## config.mk

```make
export PLATFORM = sky130hd
export DESIGN_NAME = ksa_flat
export DESIGN_NICKNAME = d
export VERILOG_FILES = /design/src/rtl/ksa_if.sv /design/src/rtl/ksa.sv /design/src/flat_wrapper.sv
export SDC_FILE = /design/constraint.sdc
export NUM_CORES = 1
export LEC_CHECK = 0
export CAP_MARGIN = 10
export CORE_MARGIN = 2
export CORE_UTILIZATION = 55
export DETAILED_ROUTE_END_ITERATION = 10
export PLACE_DENSITY = 0.8
export SLEW_MARGIN = 20
export SYNTH_ARGS = -nofsm -noshare
export SYNTH_HDL_FRONTEND = slang
export SYNTH_SLANG_ARGS = --single-unit
```

## constraint.sdc

```tcl
create_clock -name clk -period 8.45 [get_ports clk]
set_clock_uncertainty 0.05 [all_clocks]
set_input_delay 2.535 -clock clk [delete_from_list [all_inputs] [get_ports clk]]
set_output_delay 2.535 -clock clk [all_outputs]
set_load 0.01 [all_outputs]
```

## src/rtl/ksa_if.sv

```systemverilog
// ksa_if: S-memory / handshake bundle for the RC4 key-schedule stage.
//   en, key    : start request and secret key (host -> ksa)
//   rdy        : idle / ready to accept en (ksa -> host)
//   addr, wrdata, wren : S memory port driven by ksa
//   rddata     : S memory read data, one cycle after addr (memory -> ksa)
// The master side is the environment (host plus S memory), the slave is ksa.
interface ksa_if #(
  parameter int KEY_BYTES = 3
);
  logic                   en;
  logic                   rdy;
  logic [8*KEY_BYTES-1:0] key;
  logic [7:0]             addr;
  logic [7:0]             rddata;
  logic [7:0]             wrdata;
  logic                   wren;

  modport master (output en, key, rddata, input rdy, addr, wrdata, wren);
  modport slave  (input en, key, rddata, output rdy, addr, wrdata, wren);
endinterface

```

## src/rtl/ksa.sv

```systemverilog
// ksa: RC4 key-scheduling stage. Runs 256 iterations of
//   j = j + S[i] + key[i mod KEY_BYTES]; swap(S[i], S[j])
// over an external 256x8 S memory with a one-cycle read latency.
// Ports:
//   clk  : rising-edge clock
//   rst  : asynchronous active-high reset
//   bus  : ksa_if slave (en/rdy handshake, key, S memory port)
// Each iteration takes six states (RD_I, WT_I, RD_J, WT_J, WR_I, WR_J), so a
// run is 1536 cycles with 512 write cycles. All outputs are registered.
module ksa #(
  parameter int KEY_BYTES = 3
) (
  input  logic clk,
  input  logic rst,
  ksa_if.slave bus
);
  localparam int KW = (KEY_BYTES > 1) ? $clog2(KEY_BYTES) : 1;

  typedef enum logic [2:0] {
    IDLE, RD_I, WT_I, RD_J, WT_J, WR_I, WR_J
  } state_t;

  state_t                 state;
  logic [7:0]             i, j, si;
  logic [KW-1:0]          kidx;
  logic [8*KEY_BYTES-1:0] key_q;
  logic [7:0]             kb;
  logic [7:0]             j_nxt;

  // Key byte 0 is the most significant byte of the key.
  always_comb begin
    kb = '0;
    for (int b = 0; b < KEY_BYTES; b++)
      if (kidx == KW'(b)) kb = key_q[8*(KEY_BYTES-1-b) +: 8];
  end

  // Valid in WT_I, when rddata carries S[i].
  assign j_nxt = 8'(j + bus.rddata + kb);

  // S[j] is read into the wrdata register directly in WT_J; that register
  // is the sj holding register for the WR_I write.
  always_ff @(posedge clk or posedge rst) begin
    if (rst) begin
      state      <= IDLE;
      bus.rdy    <= 1'b1;
      bus.wren   <= 1'b0;
      bus.addr   <= '0;
      bus.wrdata <= '0;
      i          <= '0;
      j          <= '0;
      si         <= '0;
      kidx       <= '0;
      key_q      <= '0;
    end else begin
      case (state)
        IDLE: begin
          if (bus.en) begin
            key_q   <= bus.key;
            i       <= '0;
            j       <= '0;
            kidx    <= '0;
            bus.rdy <= 1'b0;
            bus.addr <= '0;
            state   <= RD_I;
          end
        end
        RD_I: state <= WT_I;
        WT_I: begin
          si       <= bus.rddata;
          j        <= j_nxt;
          bus.addr <= j_nxt;
          state    <= RD_J;
        end
        RD_J: state <= WT_J;
        WT_J: begin
          bus.addr   <= i;
          bus.wrdata <= bus.rddata;
          bus.wren   <= 1'b1;
          state      <= WR_I;
        end
        WR_I: begin
          bus.addr   <= j;
          bus.wrdata <= si;
          state      <= WR_J;
        end
        WR_J: begin
          bus.wren <= 1'b0;
          if (i == 8'hFF) begin
            bus.rdy <= 1'b1;
            state   <= IDLE;
          end else begin
            i        <= 8'(i + 8'd1);
            bus.addr <= 8'(i + 8'd1);
            kidx     <= (kidx == KW'(KEY_BYTES-1)) ? '0 : KW'(kidx + 1'b1);
            state    <= RD_I;
          end
        end
        default: state <= IDLE;
      endcase
    end
  end
endmodule

```

## src/flat_wrapper.sv

```systemverilog
// flat-port wrapper written by rule: the top's interface ports become plain ports
module ksa_flat 
#(
  parameter int KEY_BYTES = 3
)
  (clk, rst, bus_en, bus_key, bus_rddata, bus_rdy, bus_addr, bus_wrdata, bus_wren);
  ksa_if #(.KEY_BYTES(KEY_BYTES)) bus_i ();
  input  logic clk;
  input  logic rst;
  input wire logic [$bits(bus_i.en)-1:0] bus_en;
  input wire logic [$bits(bus_i.key)-1:0] bus_key;
  input wire logic [$bits(bus_i.rddata)-1:0] bus_rddata;
  output wire logic [$bits(bus_i.rdy)-1:0] bus_rdy;
  output wire logic [$bits(bus_i.addr)-1:0] bus_addr;
  output wire logic [$bits(bus_i.wrdata)-1:0] bus_wrdata;
  output wire logic [$bits(bus_i.wren)-1:0] bus_wren;
  assign bus_i.en = bus_en;
  assign bus_i.key = bus_key;
  assign bus_i.rddata = bus_rddata;
  assign bus_rdy = bus_i.rdy;
  assign bus_addr = bus_i.addr;
  assign bus_wrdata = bus_i.wrdata;
  assign bus_wren = bus_i.wren;
  ksa #(.KEY_BYTES(KEY_BYTES)) u_core (.clk(clk), .rst(rst), .bus(bus_i));
endmodule
```

==> flow_metrics.py, run 1 <==
metrics = {
    "cts": {
        "clock_latency_ns": 0.36,
        "cts_tree": "yes",
        "cts_buffers": 9,
        "htree_num_levels": 3,
        "cts_setup_buffers": 0,
        "path_clk_slew_ns": 0.08,
        "holdBufCountCts": 0,
        "cts_root_buf": "clkbuf_8",
        "clockBufferDepth": 2,
        "cts.sinks": 71,
        "cts_resized": 0,
    },
    "placed_design": {
        "placed_cell_area_sq_um": 4350,
        "io_buffer_count": 52,
        "dp_slack_ns": 3.24,
        "place_hpwl_um": 5800,
        "place_inst": 490,
        "place.gp.congestion": 0.905,
    },
    "critical_path": {
        "startpoint": "bus_rddata[2]",
        "crit_path_end": "u_core.bus.addr[6]",
        "r2r-start": "u_core.kidx[1]",
        "worst_setup_path_start_kind": "input pin",
        "slowest_stage": "fa_1",
        "worst-path-stages": 10,
        "arrival_ns": 5.04,
        "path_cells": "clkdlybuf4s50_1 > inv_1 > fa_1 > inv_1 > ha_1 > a211oi_1 > o21bai_1 > a21oi_1 > mux2i_1 > a221o_1",
        "cp_max_fo": 2,
        "reg2reg_depth": 11,
        "r2r_setup_slack_ns": 5.03,
        "crit_family": "adder cells",
        "cp.required_ns": 8.65,
        "max_stage_delay_ns": 0.60,
        "crit_top_cell": "inv_1",
        "cp-end-kind": "flop",
        "crit_type": "input pin to flop",
        "path_buf_inv": 3,
        "regToRegEndpoint": "u_core.bus.addr[7]",
    },
    "logic_synthesis": {
        "dominantRegCellSynth": "dfrtp_1",
        "synth_commonest_cells": "dfrtp_1, nand2_1, o21ai_0",
        "yosysMostFrequentCell": "dfrtp_1",
        "syn_nets": 425,
        "ys_seq_area_frac": 0.469,
        "yosysWarnings": 0,
        "avgSynthCellArea_sq_um": 10.1,
        "synth.area.top_cells": "dfrtp_1, mux2_2, mux2i_1, nand2_1, o21ai_0",
        "synth_seq_cells": 71,
        "synthArstFlopShare": 1.00,
        "synthCells": 375,
        "synth_top_area_frac": 0.462,
        "synth_cell_types": 43,
        "synth_edf_count": 0,
        "yosysTopAreaCell": "dfrtp_1",
        "synth_area_sq_um": 3790,
    },
    "final_layout": {
        "layout.nets": 471,
        "syn_to_final_growth_pct": 19.8,
        "stdcell_count": 506,
        "diodes": 0,
        "drive_above_1_share": 0.110,
        "fin_area_sq_um": 4550,
    },
    "die": {
        "chipWidth_um": 87.1,
        "dieArea_sq_um": 7580,
        "die_h_um": 87.1,
        "io_pins": 53,
        "num_rows": 30,
        "initial_core_util": 0.565,
        "coreArea_sq_um": 6720,
    },
    "global_route": {
        "overflow": 0,
        "grt_usage": 0.237,
        "grt_max_degree": 72,
        "antenna_found_initial": 0,
        "grt_pass1_vias": 2773,
        "grt_pass1_wl_um": 13500,
    },
    "sta": {
        "fin_crit_sh": 0.573,
        "worst_pin_slew_ns": 0.904,
        "max_freq_mhz": 206,
        "setup-violations-final": 0,
        "rsz0062_at_grt": "false",
        "finalCriticalPeriod_ns": 4.85,
        "fin_ws_ns": 3.60,
        "fin_setup_tns_ns": 0,
        "final_max_slew_viol_count": 0,
        "relSlewSlack": 0.397,
        "hold_viol": 0,
    },
    "pwr": {
        "power.share.clock": 0.151,
        "p_sw_frac": 0.412,
        "intPower_mw": 1.07,
        "power_density_nw_per_um2": 402,
        "leakage_nw": 2.01,
        "power_frac_comb": 0.518,
        "ir_worst_vdd_mv": 0.162,
        "power_frac_seq": 0.331,
        "power.net_switching_uw": 752,
    },
    "drt": {
        "drc_errors": 0,
        "drt-initial-drc-count": 204,
        "dr_wl_met2_um": 3960,
        "via_per_inst": 5.71,
        "wl_met3_um": 423,
        "wl_per_cell_um": 16.4,
        "m1WireLength_um": 3770,
        "drtPass1Iterations": 4,
        "drt.antenna.violating_nets": 0,
        "routed_wl_um": 8310,
        "vias": 2888,
        "dr.max_layer_used": "met4",
    },
    "status": {
        "status": "completed",
    },
    "job": {
        "maxCapViolations": 0,
    },
    "worst_hold_path": {
        "min_path_type": "flop to flop",
    },
}
==> power by group through the flow <==
| stage | logic, mW | registers [mW] | clock network (mW) |
|---|---|---|---|
| 4_1_cts | 0.943 | 0.607 | 0.278 |
| 5_1_grt | 1.06 | 0.627 | 0.293 |
| 6_report | 0.946 | 0.605 | 0.275 |
| 3_5_place_dp | 0.930 | 0.613 | 0 |
| 2_1_floorplan | 0.725 | 0.563 | 0 |
| 3_3_place_gp | 0.897 | 0.606 | 0 |
==> cell usage in the layout (no fill, tap or decap), drive strengths merged, types with 2 or more instances in the layout <==
cell type,instances
dfrtp,70
nand2,56
clkdlybuf4s50,52
o21ai,35
inv,29
mux2i,24
mux2,24
nor2,17
clkbuf,10
a21oi,9
fa,8
nand3,7
ha,7
o22ai,6
o22a,6
o31ai,5
a21o,5
xnor2,5
a22o,5
or3,4
nor3,3
xor2,3
a221o,3
clkinv,3
buf,3
nand2b,2
nor2b,2
o21a,2
a211oi,2
nand4,2
o211ai,2
and3,2
clkinvlp,2
==> flip-flops by register name (all words and copies together), names as in the netlist <==
name	cells
u_core.bus.wren	1
u_core.key_q	24
u_core.bus.rdy	1
u_core.kidx	2
u_core.bus.wrdata	8
u_core.i	8
u_core.si	8
u_core.j	8
u_core.state	3
u_core.bus.addr	8
==> routing by layer <==
metal	GRT usage	up-vias
li1	-	1383
met1	0.326	1404
met2	0.365	85
met3	0.0445	16
met4	0.105	0
met5	0	-
==> per-stage QoR <==
step	hold WS (ns)	util	power, mW
finish	0.431	0.677	1.83
global route	0.473	0.677	1.98
CTS	0.433	0.677	1.83
detailed placement	0.415	0.647	1.54
global placement	0.408	0.647	1.50
floorplan	0.395	-	1.29
==> cells by family after synthesis <==
logic type | Yosys count | share of synthesized area
flip-flops | 71 | 0.469
AO/OA/AOI/OAI | 85 | 0.143
AND/OR/NAND/NOR | 99 | 0.118
XOR/XNOR | 8 | 0.0185
multiplexers | 48 | 0.135
adder cells (fa/ha/maj) | 15 | 0.0653
buffers and inverters | 49 | 0.0521
==> tightest hold or removal path, delay by kind of cell (launching register included) <==
kind / cells / cell delay [ns]
and+or+nand+nor: 1 / 0.04
DFF: 1 / 0.35
AOI/OAI and AO/OA: 1 / 0.06
==> area by class of cell <==
cell class              instances  area [sq um]
clock buffers                  10           138
flip-flops and latches         71          1780
repair buffers                 55           543
clock inverters                 6          60.1
fillers                       552          2170
inverters                      29           109
multi-input cells             255          1820
well taps                      80           100
==> how the worst min path moves through the flow <==
| stage | start | end | cells past startpoint | slack, ns |
|---|---|---|---|---|
| after floorplan | u_core.si[1] | u_core.si[1] | 2 | 0.40 |
| after global placement | u_core.si[1] | u_core.si[1] | 2 | 0.41 |
| after detailed placement | u_core.si[7] | u_core.si[7] | 2 | 0.41 |
| after CTS | u_core.si[7] | u_core.si[7] | 2 | 0.43 |
| after global routing | u_core.key_q[11] | u_core.key_q[11] | 1 | 0.47 |
| final | u_core.bus.wrdata[0] | u_core.bus.wrdata[0] | 2 | 0.43 |
(Power assumes the default switching activity.)
==> inputs of run 2 (changes only) <==
==> constraint.sdc (replaced) <==
create_clock -name clk -period 4.9 [get_ports clk]
set_clock_uncertainty 0.05 [all_clocks]
set_input_delay 1.47 -clock clk [delete_from_list [all_inputs] [get_ports clk]]
set_output_delay 1.47 -clock clk [all_outputs]
set_load 0.01 [all_outputs]
==> run 2 against run 1 <==
Net effect:
- global-route usage down 0.42 points
- cell count unchanged
- flip-flop and latch count unchanged
- via count up 0.87%
- non-clock buffer count unchanged
- sequential share of layout area up 0.36 points
- largest cell class unchanged
- largest power group unchanged
- highest routed layer unchanged
==> flow_metrics.py, run 2 (synthesis results as in run 1) <==
metrics = {
    "status": {
        "status": "completed",
    },
    "global_route": {
        "antenna_found_initial": 0,
        "grt_max_degree": 48,
        "overflow": 0,
        "grt_pass1_wl_um": 13500,
        "grt_usage": 0.233,
        "grt_pass1_vias": 2836,
    },
    "drt": {
        "routed_wl_um": 8270,
        "drc_errors": 0,
        "drt-initial-drc-count": 219,
        "drt.antenna.violating_nets": 0,
        "drtPass1Iterations": 4,
        "vias": 2913,
        "wl_per_cell_um": 16.3,
        "via_per_inst": 5.76,
    },
    "die": {
        "dieArea_sq_um": 7580,
        "coreArea_sq_um": 6720,
        "initial_core_util": 0.565,
        "num_rows": 30,
        "chipWidth_um": 87.1,
        "die_h_um": 87.1,
        "io_pins": 53,
    },
    "final_layout": {
        "layout.cells.most_common_list": "dfrtp_1, nand2_1, clkdlybuf4s50_1",
        "syn_to_final_growth_pct": 18.7,
        "regMostFlops": "u_core.key_q",
        "diodes": 0,
        "largest_register_ffs": 24,
        "layout.nets": 471,
        "stdcell_count": 506,
        "drive_above_1_share": 0.106,
        "final_common_cell": "dfrtp_1",
    },
    "cts": {
        "cts_setup_buffers": 0,
        "clockBufferDepth": 2,
        "cts.sinks": 71,
        "clock_latency_ns": 0.35,
        "cts_tree": "yes",
        "cts_root_buf": "clkbuf_8",
        "cts_resized": 0,
        "cts_buffers": 9,
        "path_clk_slew_ns": 0.08,
        "htree_num_levels": 3,
        "holdBufCountCts": 0,
    },
    "placed_design": {
        "place_inst": 490,
        "io_buffer_count": 52,
        "place_hpwl_um": 5960,
        "place.gp.congestion": 0.900,
    },
    "critical_path": {
        "cp_max_fo": 2,
        "worst_setup_path_start_kind": "input pin",
        "arrival_ns": 3.94,
        "crit_type": "input pin to flop",
        "cp-end-kind": "flop",
        "cp.required_ns": 5.07,
    },
    "pwr": {
        "ir_worst_vdd_mv": 0.286,
        "power_density_nw_per_um2": 676,
        "leakage_nw": 1.99,
    },
    "sta": {
        "max_freq_mhz": 266,
        "worst_pin_slew_ns": 0.839,
        "rsz0062_at_grt": "false",
        "relSlewSlack": 0.440,
        "hold_viol": 0,
        "finalCriticalPeriod_ns": 3.77,
        "fin_setup_tns_ns": 0,
        "fin_crit_sh": 0.769,
        "setup-violations-final": 0,
        "final_max_slew_viol_count": 0,
    },
    "worst_hold_path": {
        "min_path_type": "flop to flop",
    },
    "job": {
        "maxCapViolations": 0,
    },
}
==> run 2: path summary, 6_finish.rpt <==
path | slack, ns | start | cells after the start | endpoint
max in group asynchronous | 2.39 | rst | 3 | u_core.si[0]
max | 1.13 | bus_rddata[2] | 10 | u_core.bus.addr[6]
min in group asynchronous | 1.43 | rst | 2 | u_core.key_q[19]
min reg2reg | 0.43 | u_core.bus.wrdata[5] | 2 | u_core.bus.wrdata[5]
max reg2reg | 1.56 | u_core.kidx[1] | 11 | u_core.bus.addr[7]
min | 0.43 | u_core.bus.wrdata[5] | 2 | u_core.bus.wrdata[5]
==> run 2: critical path, stage by stage <==
cell and delay, ns:
clkdlybuf4s50_1 0.48, inv_1 0.07, fa_1 0.59, inv_1 0.06, ha_1 0.30, a211oi_1 0.30
o21bai_1 0.12, a21oi_1 0.18, mux2i_1 0.11, a221o_1 0.27
==> run 2: through the flow <==
step / utilization / setup WS, ns / cell area, sq um / hold WS, ns / power, mW
2_1_floorplan: - / 1.42 / 3790 / 0.395 / 2.22
5_1_grt: 0.671 / 0.982 / 4510 / 0.454 / 3.30
6_report: 0.671 / 1.13 / 4510 / 0.432 / 3.05
4_1_cts: 0.671 / 1.15 / 4510 / 0.431 / 3.06
3_3_place_gp: 0.647 / 0.839 / 4350 / 0.408 / 2.59
3_5_place_dp: 0.647 / 0.797 / 4350 / 0.415 / 2.66
==> run 2: where the power goes <==
| group | switching, mW | internal [mW] |
|---|---|---|
| logic | 0.837 | 0.773 |
| registers | 0.215 | 0.831 |
| clock network | 0.210 | 0.179 |
| total | 1.26 | 1.78 |
==> run 2: final cells by class <==
cell class              count  area (sq um)
fillers                   566          2210
inverters                  29           109
clock buffers              11           131
multi-input cells         255          1820
clock inverters             5          25.0
flip-flops and latches     71          1780
repair buffers             55           543
well taps                  80           100
==> run 2: per-layer routing <==
metal  track usage  share of wire
met1         0.321           0.45
met4        0.0923          0.017
met5             0              0
met2         0.371           0.47
met3        0.0332          0.056
